==> config.mk <==
export PLATFORM = sky130hd
export DESIGN_NAME = serial_adder
export DESIGN_NICKNAME = d
export VERILOG_FILES = /design/src/rtl/serial_adder.sv
export SDC_FILE = /design/constraint.sdc
export NUM_CORES = 1
export LEC_CHECK = 0
export ABC_AREA = 0
export BUFFER_PORTS_ARGS = -buffer_cell sky130_fd_sc_hd__buf_4
export CAP_MARGIN = 5
export CORE_MARGIN = 4
export CORE_UTILIZATION = 35
export CTS_CLUSTER_SIZE = 8
export DETAILED_ROUTE_END_ITERATION = 16
export GPL_TIMING_DRIVEN = 0
export SKIP_LAST_GASP = 1
export SYNTH_ARGS = -nofsm -noshare
export SYNTH_HDL_FRONTEND = slang
export SYNTH_SLANG_ARGS = --single-unit
==> constraint.sdc <==
create_clock -name clk -period 1.5 [get_ports clk]
set_input_delay 0.3 -clock clk [delete_from_list [all_inputs] [get_ports clk]]
set_output_delay 0.3 -clock clk [all_outputs]
set_load 0.05 [all_outputs]
==> src/rtl/serial_adder.sv <==
// Bit-serial adder: one operand bit per clock, LSB first.
// Ports: clk, rst_n, start, a, b -> busy, done, sum, carry, ovf
// (ovf exists only with SERIAL_ADDER_OVF_EN defined).
module serial_adder #(
  parameter int WIDTH = 8
) (
  input  logic             clk,
  input  logic             rst_n,
  input  logic             start,
  input  logic [WIDTH-1:0] a,
  input  logic [WIDTH-1:0] b,
  output logic             busy,
  output logic             done,
  output logic [WIDTH-1:0] sum,
  output logic             carry
`ifdef SERIAL_ADDER_OVF_EN
  ,
  output logic             ovf
`endif
);

  localparam int CW = $clog2(WIDTH + 1);

  typedef enum logic [1:0] {
    IDLE = 2'd0,
    RUN  = 2'd1,
    DONE = 2'd2
  } state_t;

  state_t           state_q, state_d;
  logic [WIDTH-1:0] sa_q, sa_d;
  logic [WIDTH-1:0] sb_q, sb_d;
  logic [WIDTH-1:0] ps_q, ps_d;
  logic             c_q, c_d;
  logic [CW-1:0]    cnt_q, cnt_d;
  logic [WIDTH-1:0] sum_q, sum_d;
  logic             carry_q, carry_d;
`ifdef SERIAL_ADDER_OVF_EN
  logic             ovf_q, ovf_d;
`endif

  logic bit_s;
  logic c_nx;
  logic last_s;

  assign bit_s  = sa_q[0] ^ sb_q[0] ^ c_q;
  assign c_nx   = (sa_q[0] & sb_q[0])
                | (c_q & (sa_q[0] ^ sb_q[0]));
  assign last_s = (cnt_q == CW'(WIDTH - 1));

  always_comb begin
    state_d = state_q;
    sa_d    = sa_q;
    sb_d    = sb_q;
    ps_d    = ps_q;
    c_d     = c_q;
    cnt_d   = cnt_q;
    sum_d   = sum_q;
    carry_d = carry_q;
`ifdef SERIAL_ADDER_OVF_EN
    ovf_d   = ovf_q;
`endif
    unique case (state_q)
      IDLE, DONE: begin
        if (start) begin
          sa_d    = a;
          sb_d    = b;
          ps_d    = '0;
          c_d     = 1'b0;
          cnt_d   = '0;
          state_d = RUN;
        end else begin
          state_d = IDLE;
        end
      end
      RUN: begin
        sa_d  = {1'b0, sa_q[WIDTH-1:1]};
        sb_d  = {1'b0, sb_q[WIDTH-1:1]};
        ps_d  = {bit_s, ps_q[WIDTH-1:1]};
        c_d   = c_nx;
        cnt_d = cnt_q + CW'(1);
        if (last_s) begin
          sum_d   = {bit_s, ps_q[WIDTH-1:1]};
          carry_d = c_nx;
`ifdef SERIAL_ADDER_OVF_EN
          // c_q is the carry into the MSB on the final bit
          ovf_d   = c_q ^ c_nx;
`endif
          state_d = DONE;
        end
      end
      default: state_d = IDLE;
    endcase
  end

  always_ff @(posedge clk or negedge rst_n) begin
    if (!rst_n) begin
      state_q <= IDLE;
      sa_q    <= '0;
      sb_q    <= '0;
      ps_q    <= '0;
      c_q     <= 1'b0;
      cnt_q   <= '0;
      sum_q   <= '0;
      carry_q <= 1'b0;
`ifdef SERIAL_ADDER_OVF_EN
      ovf_q   <= 1'b0;
`endif
    end else begin
      state_q <= state_d;
      sa_q    <= sa_d;
      sb_q    <= sb_d;
      ps_q    <= ps_d;
      c_q     <= c_d;
      cnt_q   <= cnt_d;
      sum_q   <= sum_d;
      carry_q <= carry_d;
`ifdef SERIAL_ADDER_OVF_EN
      ovf_q   <= ovf_d;
`endif
    end
  end

  assign busy  = (state_q == RUN);
  assign done  = (state_q == DONE);
  assign sum   = sum_q;
  assign carry = carry_q;
`ifdef SERIAL_ADDER_OVF_EN
  assign ovf   = ovf_q;
`endif

endmodule

After elaboration in Yosys (flattened, before gate mapping):

Cells that the tools add are included.
W data, S select, Z words.

* add/subtract/negate cells: 1
* eq/ne operators: 5
* muxes and demuxes: 13
* bitwise logic cells: 5
* reductions and logical operators: 5

Operator list (number)
* $pmux W8 S2: 3
* $mux W8: 3
* $pmux W4 S2: 1
* $add A4 B1 Y4 const B: 1
* $eq A4 B3 Y1 const B: 1
* $mux W4: 1
* $pmux W2 S2: 1
* $reduce_and A2 Y1: 2
* $and A1 B1 Y1: 2
* $eq A2 B1 Y1 const B: 1
* $eq A2 B2 Y1 const B: 1
* $logic_not A2 Y1: 1
* $mux W1: 2
* $mux W2: 1
* $ne A2 B1 Y1 const B: 1
* $ne A2 B2 Y1 const B: 1
* $pmux W1 S2: 1
* $reduce_bool A2 Y1: 1
* $reduce_or A2 Y1: 1
* $xor A1 B1 Y1: 2
* $or A1 B1 Y1: 1

* bits of input ports: 19
* output and inout port bits: 11
* flip-flop bits (word level): 40
* logic and storage cells: 37

Depth between registers and ports, before layout:

Gate-level depths: netlist of run 1.

* depth after elaboration: 4
* depth in mapped cells: 5
* depth with buffers taken out: 4

Least setup slack after synthesis of run 1:

Ideal clock, no wire load.

* path type: flip-flop to output port
* from: reg state_q[1]
* to: out busy
* cell stages (with the launch flop): 4
* required time: 1.200 ns
* data arrival time: 1.109 ns
* path buffers: 2
* path slack: 0.091 ns
* cells stage by stage: dfrtp_1 -> and2b_1 -> buf_2 -> buf_2

* word-level cells in the longest chain between the ends: 1

RTL lines
* start, declared: line 30 `state_t state_q, state_d;`
* start signal, assigned: line 110 `state_q <= state_d;`
* $eq A2 B1 Y1: line 124 `assign busy = (state_q == RUN);`
* end, declared: line 12 `output logic busy,`

Every way passes these cells.

Worst setup path in the final report of run 1:

* from: reg cnt_q[0]
* to: reg sum_q[1] (netlist: sum[1])

* word-level cells in the longest chain between the ends: 2

RTL lines
* start, declared: line 35 `logic [CW-1:0] cnt_q, cnt_d;`
* start signal, assigned: line 115 `cnt_q <= cnt_d;`
* $eq A4 B3 Y1: line 49 `assign last_s = (cnt_q == CW'(WIDTH - 1));`
* $reduce_and A2 Y1 (no source line)
* end signal, assigned: line 116 `sum_q <= sum_d;`
* end, declared: line 36 `logic [WIDTH-1:0] sum_q, sum_d;`

Every way passes these cells.
A chain may end at the register's enable or synchronous reset.

==> results of run 1 <==
-- cell type report --
cell class | count | area (um^2)
buffer | 7 | 60.06
clock buffer | 6 | 82.58
multi-input combinational | 67 | 620.6
timing repair buffer | 44 | 344.1
sequential | 39 | 975.9
tap | 52 | 65.06
fill | 392 | 2201
clock inverter | 2 | 35.03
-- registers in the layout (all words and copies together), names as in the netlist --
| register | cells |
|---|---|
| c_q | 1 |
| state_q | 2 |
| ps_q | 7 |
| sum | 8 |
| sa_q | 8 |
| carry | 1 |
| cnt_q | 4 |
| sb_q | 8 |
-- logic make-up after synthesis --
| group | after synthesis | share of synthesized area (%) |
|---|---|---|
| flip-flops | 39 | 61.32 |
| multiplexers | 11 | 7.626 |
| AO/OA/AOI/OAI | 41 | 21.23 |
| buffers and inverters | 8 | 2.673 |
| XOR/XNOR | 1 | 0.5504 |
| AND/OR/NAND/NOR | 12 | 4.560 |
| adder cells (fa/ha/maj) | 2 | 2.044 |
-- layer usage --
metal	part of all wire (%)	global-route usage [%]	up-vias
met5	0	0	-
met4	1.3	5.825	0
met3	4.2	3.694	8
met2	49	20.90	24
met1	45	16.85	586
li1	-	-	519
-- cell usage in the layout (no fill, tap or decap), types with 2 or more instances in the layout --
cell	instances
buf_6	3
mux2_2	5
mux2i_1	2
nor2b_1	3
mux2_4	4
a21o_1	14
clkbuf_4	2
buf_4	44
nand2_1	2
dfrtp_1	39
clkbuf_8	6
a22o_1	26
-- power groups by stage --
| stage | Combinational [mW] | Clock, mW | Sequential [mW] |
|---|---|---|---|
| after CTS | 2.34 | 0.911 | 1.79 |
| after floorplan | 1.16 | 0 | 2.13 |
| final | 2.48 | 0.895 | 1.81 |
| after global placement | 2.01 | 0 | 1.79 |
| after global routing | 2.67 | 0.957 | 1.87 |
| after detailed placement | 2.07 | 0 | 1.81 |
-- cells in the mapped netlist, drive strengths merged (2+ instances only) --
| library cell | n | area (um^2) |
|---|---|---|
| dfrtp | 39 | 975.9 |
| nand2 | 3 | 11.26 |
| mux2 | 9 | 101.4 |
| nor2b | 3 | 18.77 |
| buf | 8 | 42.54 |
| nor2 | 2 | 10.01 |
| mux2i | 2 | 20.02 |
| a22o | 26 | 227.7 |
| a21o | 14 | 105.1 |
-- worst paths after layout --
check	start	endpoint	slack, ns
max	cnt_q[0]$_DFFE_PN0P_	sum[1]$_DFFE_PN0P_	0.007
min	b[7]	sb_q[7]$_DFFE_PN0P_	0.24
max reg2reg	cnt_q[0]$_DFFE_PN0P_	sum[1]$_DFFE_PN0P_	0.007
min reg2reg	sb_q[1]$_DFFE_PN0P_	sb_q[1]$_DFFE_PN0P_	0.49
max in group asynchronous	rst_n	ps_q[3]$_DFFE_PN0P_	0.64
min in group asynchronous	rst_n	sum[1]$_DFFE_PN0P_	0.52
-- repair_timing --
item | CTS | global route
cloned | 1 | 0
pin swaps | 2 | 2
setup buffers | 8 | 6
setup endpoints to repair | 10 | 31
hold buffers | 1 | 0
gates resized for setup | 12 | 17
endpoints found under the hold margin | 39 | 0
-- worst reg2reg max path, delay by kind of cell, from the launching register on --
| family | cells | cell delay (ns) |
|---|---|---|
| muxes | 1 | 0.33 |
| adders and majority gates | 1 | 0.17 |
| and+or+nand+nor | 2 | 0.32 |
| buffers and inverters | 1 | 0.17 |
| DFF | 1 | 0.40 |
==> metrics.txt, run 1 <==
status=complete, no violations; vias in the first global route=1,147; CP top delay family=flip-flops; clock-pin slew on the worst setup and hold paths=0.07 ns; # setup viols final=0; HPWL Detailed=2221 um; GP Congestion=0.7638; setup TNS=0 ns; Final Non-Filler Cells=217; 1st-pass router iterations=4; Worst Path Buf+Inv=1; startpoint types=flop; Netlist cell types=19; # diodes=0; post-synthesis sequential area ratio=61.32%; crit-path max FO=5; NumNets Final=185; IO Count=30; Syn Area/Cell=13.96 um^2; Main synth FF type=dfrtp_1; WL per Instance=16.02 um; Ys Warns=0; Peak VDD IR=0.7752 mV; fin area=2183 um^2; routed via count=1,137; Worst setup EP type=flop; post-layout util=49.80%; highest clock rate=669.8 MHz; overall routed net length=3477 um; CTS Root Cell=clkbuf_8; largest net degree at the start of global routing=40; clock share of power=17.3%; Cells after Synth=114; Initial Util=36.30%; hold_ws=0.2397 ns; Slew Limit Headroom=67.08%; Syn Std Cell Area=1592 um^2; Placed Area=1874 um^2; global route overflow=0; internal power=3.280 mW; layout cell share with drive strength beyond 1=43.64%; Cells after DPL=195; dpl ws=-0.1765 ns; CTS H-Tree Depth=2; Slowest cell on crit path=dfrtp_1; Tot Pwr=5.187 mW; slew at the pin closest to its max-slew limit=0.4938 ns; 1st-iter DRT viols=43; syn nets=135; setup slack after layout=0.007035 ns; Critical Path AT=1.67 ns; fin. max-slew vios=0; sequential power share=34.9%; clk_skew=0.004695 ns; Tcrit/Tclk final=99.53%; Leakage Power=1.154 nW; Crit path depth=5; max_cap viols=0; Worst Reg-to-Reg Cells=5; Die Y=75.44 um; critical path data required time=1.67 ns; I/O Buffers=29; global-route wire length before repair=5540 um; Worst path max stage delay=0.40 ns; CTS tree=done; Core Region=4384 um^2; GRT Util Overall=13.18%; Hold Path Class=input port to flop; initial antenna violation count=0; Sw Ratio=36.77%; worst-skew pair later-pin latency=0.29 ns; # DRC=0; hold path depth=2; Comb pwr share=47.8%; Seq cells post-synth=39; Min Clock Period, post-route=1.493 ns; Final Hold Fails=0; FP Rows=24; Vias/cell=5.240; Async SR Flop Fraction=100.0%; Die Area=5690 um^2; worst setup path class=flop to flop; Layout area overhead=37.19%; RSZ-0062 raised after global routing=true; total net switching power=1.907 mW; Max clock buf depth=2; Antenna Violating Nets Remaining=0; crit path cell chain=ha_4, nand2_4, nor3b_4, buf_6, mux2_2; width of the die=75.44 um; clk sinks=39; Power Density=2376 nW/um^2; Post-synth EDFFs=0; total CTS buffers=5
(Power assumes the default switching activity.)
==> inputs of run 2 (changes only) <==
ABC_AREA = 1   (was 0)
==> metrics.txt, run 2 <==
status=complete, no violations; post-synthesis sequential area ratio=57.02% (-4.3 points); clk sinks=39 (unchanged); Power Density=2220 nW/um^2 (-6.5%); Slowest cell on crit path=dfrtp_1; Cells after DPL=309 (+58%); Tcrit/Tclk final=97.23% (-2.3 points); Max clock buf depth=2 (unchanged); Leakage Power=1.221 nW (+5.8%); Syn Area/Cell=8.036 um^2 (-42%); Core Region=4723 um^2 (+7.7%); Critical Path AT=1.16 ns (-0.51 ns); I/O Buffers=29 (unchanged); slew at the pin closest to its max-slew limit=0.4867 ns (-0.007115 ns); Worst setup EP type=primary output; clk_skew=0.005785 ns (+0.001090 ns); Post-synth EDFFs=0 (unchanged); largest net degree at the start of global routing=40 (unchanged); Layout area overhead=28.65%; WL per Instance=10.32 um (-36%); IO Count=30 (unchanged); Peak VDD IR=0.7435 mV (-4.1%); Hold Path Class=input port to flop; # DRC=0 (unchanged); Slew Limit Headroom=67.55% (+0.47 points); RSZ-0062 raised after global routing=true; worst-skew pair later-pin latency=0.29 ns (about the same); Async SR Flop Fraction=100.0% (unchanged); RR Startpoint=state_q[0]$_DFFE_PN0P_; critical path data required time=1.20 ns (-0.47 ns); 1st-iter DRT viols=59 (+37%); fin. max-slew vios=0 (unchanged); routed via count=1,378 (+21%); global-route wire length before repair=5927 um (+7.0%); 1st-pass router iterations=4 (unchanged); # diodes=0 (unchanged); CP top delay family=flip-flops; min-delay src=a[7]; Syn Std Cell Area=1712 um^2 (+7.5%); crit path cell chain=buf_4, nor2_2, buf_6; CTS H-Tree Depth=2 (unchanged); start point of the critical path=state_q[0]$_DFFE_PN0P_; max_cap viols=0 (unchanged); Netlist cell types=18 (-1); clock-pin slew on the worst setup and hold paths=0.08 ns (about the same); Worst Path Buf+Inv=2 (+1); GP Congestion=0.7066 (-7.5%); NumNets Final=277 (+50%); Final Non-Filler Cells=324 (+49%); Die Y=77.93 um (+3.3%); HPWL Detailed=2224 um (+0.16%); Seq cells post-synth=39 (unchanged); post-layout util=46.62% (-3.2 points); Ys Warns=0 (unchanged); post-synth top area share=57.02% (-4.3 points); Tot Pwr=4.889 mW (-5.7%); total CTS buffers=5 (unchanged); count leader, synth=nand2_1; Die Area=6073 um^2 (+6.7%); startpoint types=flop; most area-hungry cell type in the Yosys netlist=dfrtp_1; vias in the first global route=1,379 (+20%); fin area=2202 um^2 (+0.86%); Placed Area=2013 um^2 (+7.4%); Vias/cell=4.253 (-19%); width of the die=77.93 um (+3.3%); GRT Util Overall=12.34% (-0.84 points); initial antenna violation count=0 (unchanged); Final Hold Fails=0 (unchanged); overall routed net length=3344 um (-3.8%); CTS Root Cell=clkbuf_8; global route overflow=0 (unchanged); # setup viols final=0 (unchanged); CTS tree=done; hold_ws=0.2051 ns (-0.03460 ns); Cells after Synth=213 (+87%); fill count=480 (+22%); Area contributors post-synth=dfrtp_1, nand2_1, inv_1; syn nets=234 (+73%); Worst path max stage delay=0.40 ns (about the same); layout cell share with drive strength beyond 1=22.18% (-21 points); Min Clock Period, post-route=1.459 ns (-0.03445 ns); worst setup path class=flop to primary output; FP Rows=25 (+4.2%); most frequent cells in the layout=nand2_1, dfrtp_1, buf_4, inv_1, clkbuf_8; Main synth FF type=dfrtp_1; synth cell count leaders=nand2_1, dfrtp_1, inv_1; Initial Util=36.24% (-0.063 points); Antenna Violating Nets Remaining=0 (unchanged); highest clock rate=685.6 MHz (+2.4%); crit-path max FO=3 (-2); most common cell after layout, fill and taps aside=nand2_1
==> run 2: changes by cell type in the layout (fill, tap and decap cells not counted), sizes merged, moves of 2 or more <==
cell / previous run / this run
nand2: 3 / 120
a22o: 26 / 0
inv: 0 / 26
a21o: 14 / 0
buf: 48 / 38
mux2: 9 / 0
o22ai: 0 / 6
nand3: 0 / 4
nor2: 2 / 6
nor2b: 3 / 0
mux2i: 2 / 0
==> run 2: worst paths after layout <==
kind | end | slack, ns | depth (start not counted)
worst max-delay path | done | 0.04 | 3
max in group asynchronous | c_q$_DFFE_PN0P_ | 0.64 | 2
worst min-delay path | sa_q[7]$_DFFE_PN0P_ | 0.21 | 3
worst min register to register | sum[3]$_DFFE_PN0P_ | 0.47 | 2
worst max register to register | sb_q[6]$_DFFE_PN0P_ | 0.12 | 7
min in group asynchronous | sum[1]$_DFFE_PN0P_ | 0.52 | 2
==> run 2: power breakdown <==
part / total (mW) / switching (mW) / internal, mW
clock: 0.785 / 0.367 / 0.418
sequential: 1.80 / 0.275 / 1.52
combinational: 2.31 / 1.45 / 0.862
total: 4.89 / 2.09 / 2.80
==> run 2: logic make-up (layout without fill, tap and decap cells) <==
logic type | Yosys count | in the layout | share of synthesized area (%)
AO/OA/AOI/OAI | 9 | 9 | 3.070
adder cells (fa/ha/maj) | 2 | 2 | 1.901
flip-flops | 39 | 39 | 57.02
AND/OR/NAND/NOR | 132 | 132 | 30.56
buffers and inverters | 31 | 75 | 7.456
==> run 2: metal layers <==
| layer | GRT usage [%] | wire [um] | share of wire, % | up-vias |
|---|---|---|---|---|
| li1 | - | - | - | 719 |
| met1 | 16.43 | 1700 | 51 | 616 |
| met2 | 18.49 | 1384 | 41 | 35 |
| met3 | 3.480 | 188 | 5.6 | 8 |
| met4 | 5.769 | 71 | 2.1 | 0 |
| met5 | 0 | 0 | 0 | - |
==> run 2: what timing repair did <==
item	in CTS	in global routing
setup endpoints to repair	1	14
gates cloned	0	0
setup buffers	1	5
gates resized for setup	5	4
endpoints found under the hold margin	39	0
pin swaps	0	1
hold buffers	1	0
==> run 2: metrics by stage <==
stage | setup slack (ns) | TNS [ns]
after global placement | 0.08113 | 0
after global routing | -0.02802 | -0.1292
after CTS | -0.004958 | -0.004958
after floorplan | 0.1157 | 0
after detailed placement | 0.09065 | 0
final | 0.04149 | 0
==> run 2: cell type report <==
cell class | count | area (um^2) | share of cell area [%]
flip-flops and latches | 39 | 975.9 | 44.32
multi-input cells | 143 | 620.6 | 28.18
repair buffers | 36 | 281.5 | 12.78
inverters | 26 | 97.59 | 4.432
clock buffers | 7 | 96.34 | 4.375
well taps | 67 | 83.83 | 3.807
plain buffers | 5 | 38.79 | 1.761
clock inverters | 1 | 7.507 | 0.3409
==> run 2: tightest hold or removal path: cells and delay by family <==
kind / cells / cell delay [ns]
AND/OR/NAND/NOR: 2 / 0.09
buffers and inverters: 1 / 0.08
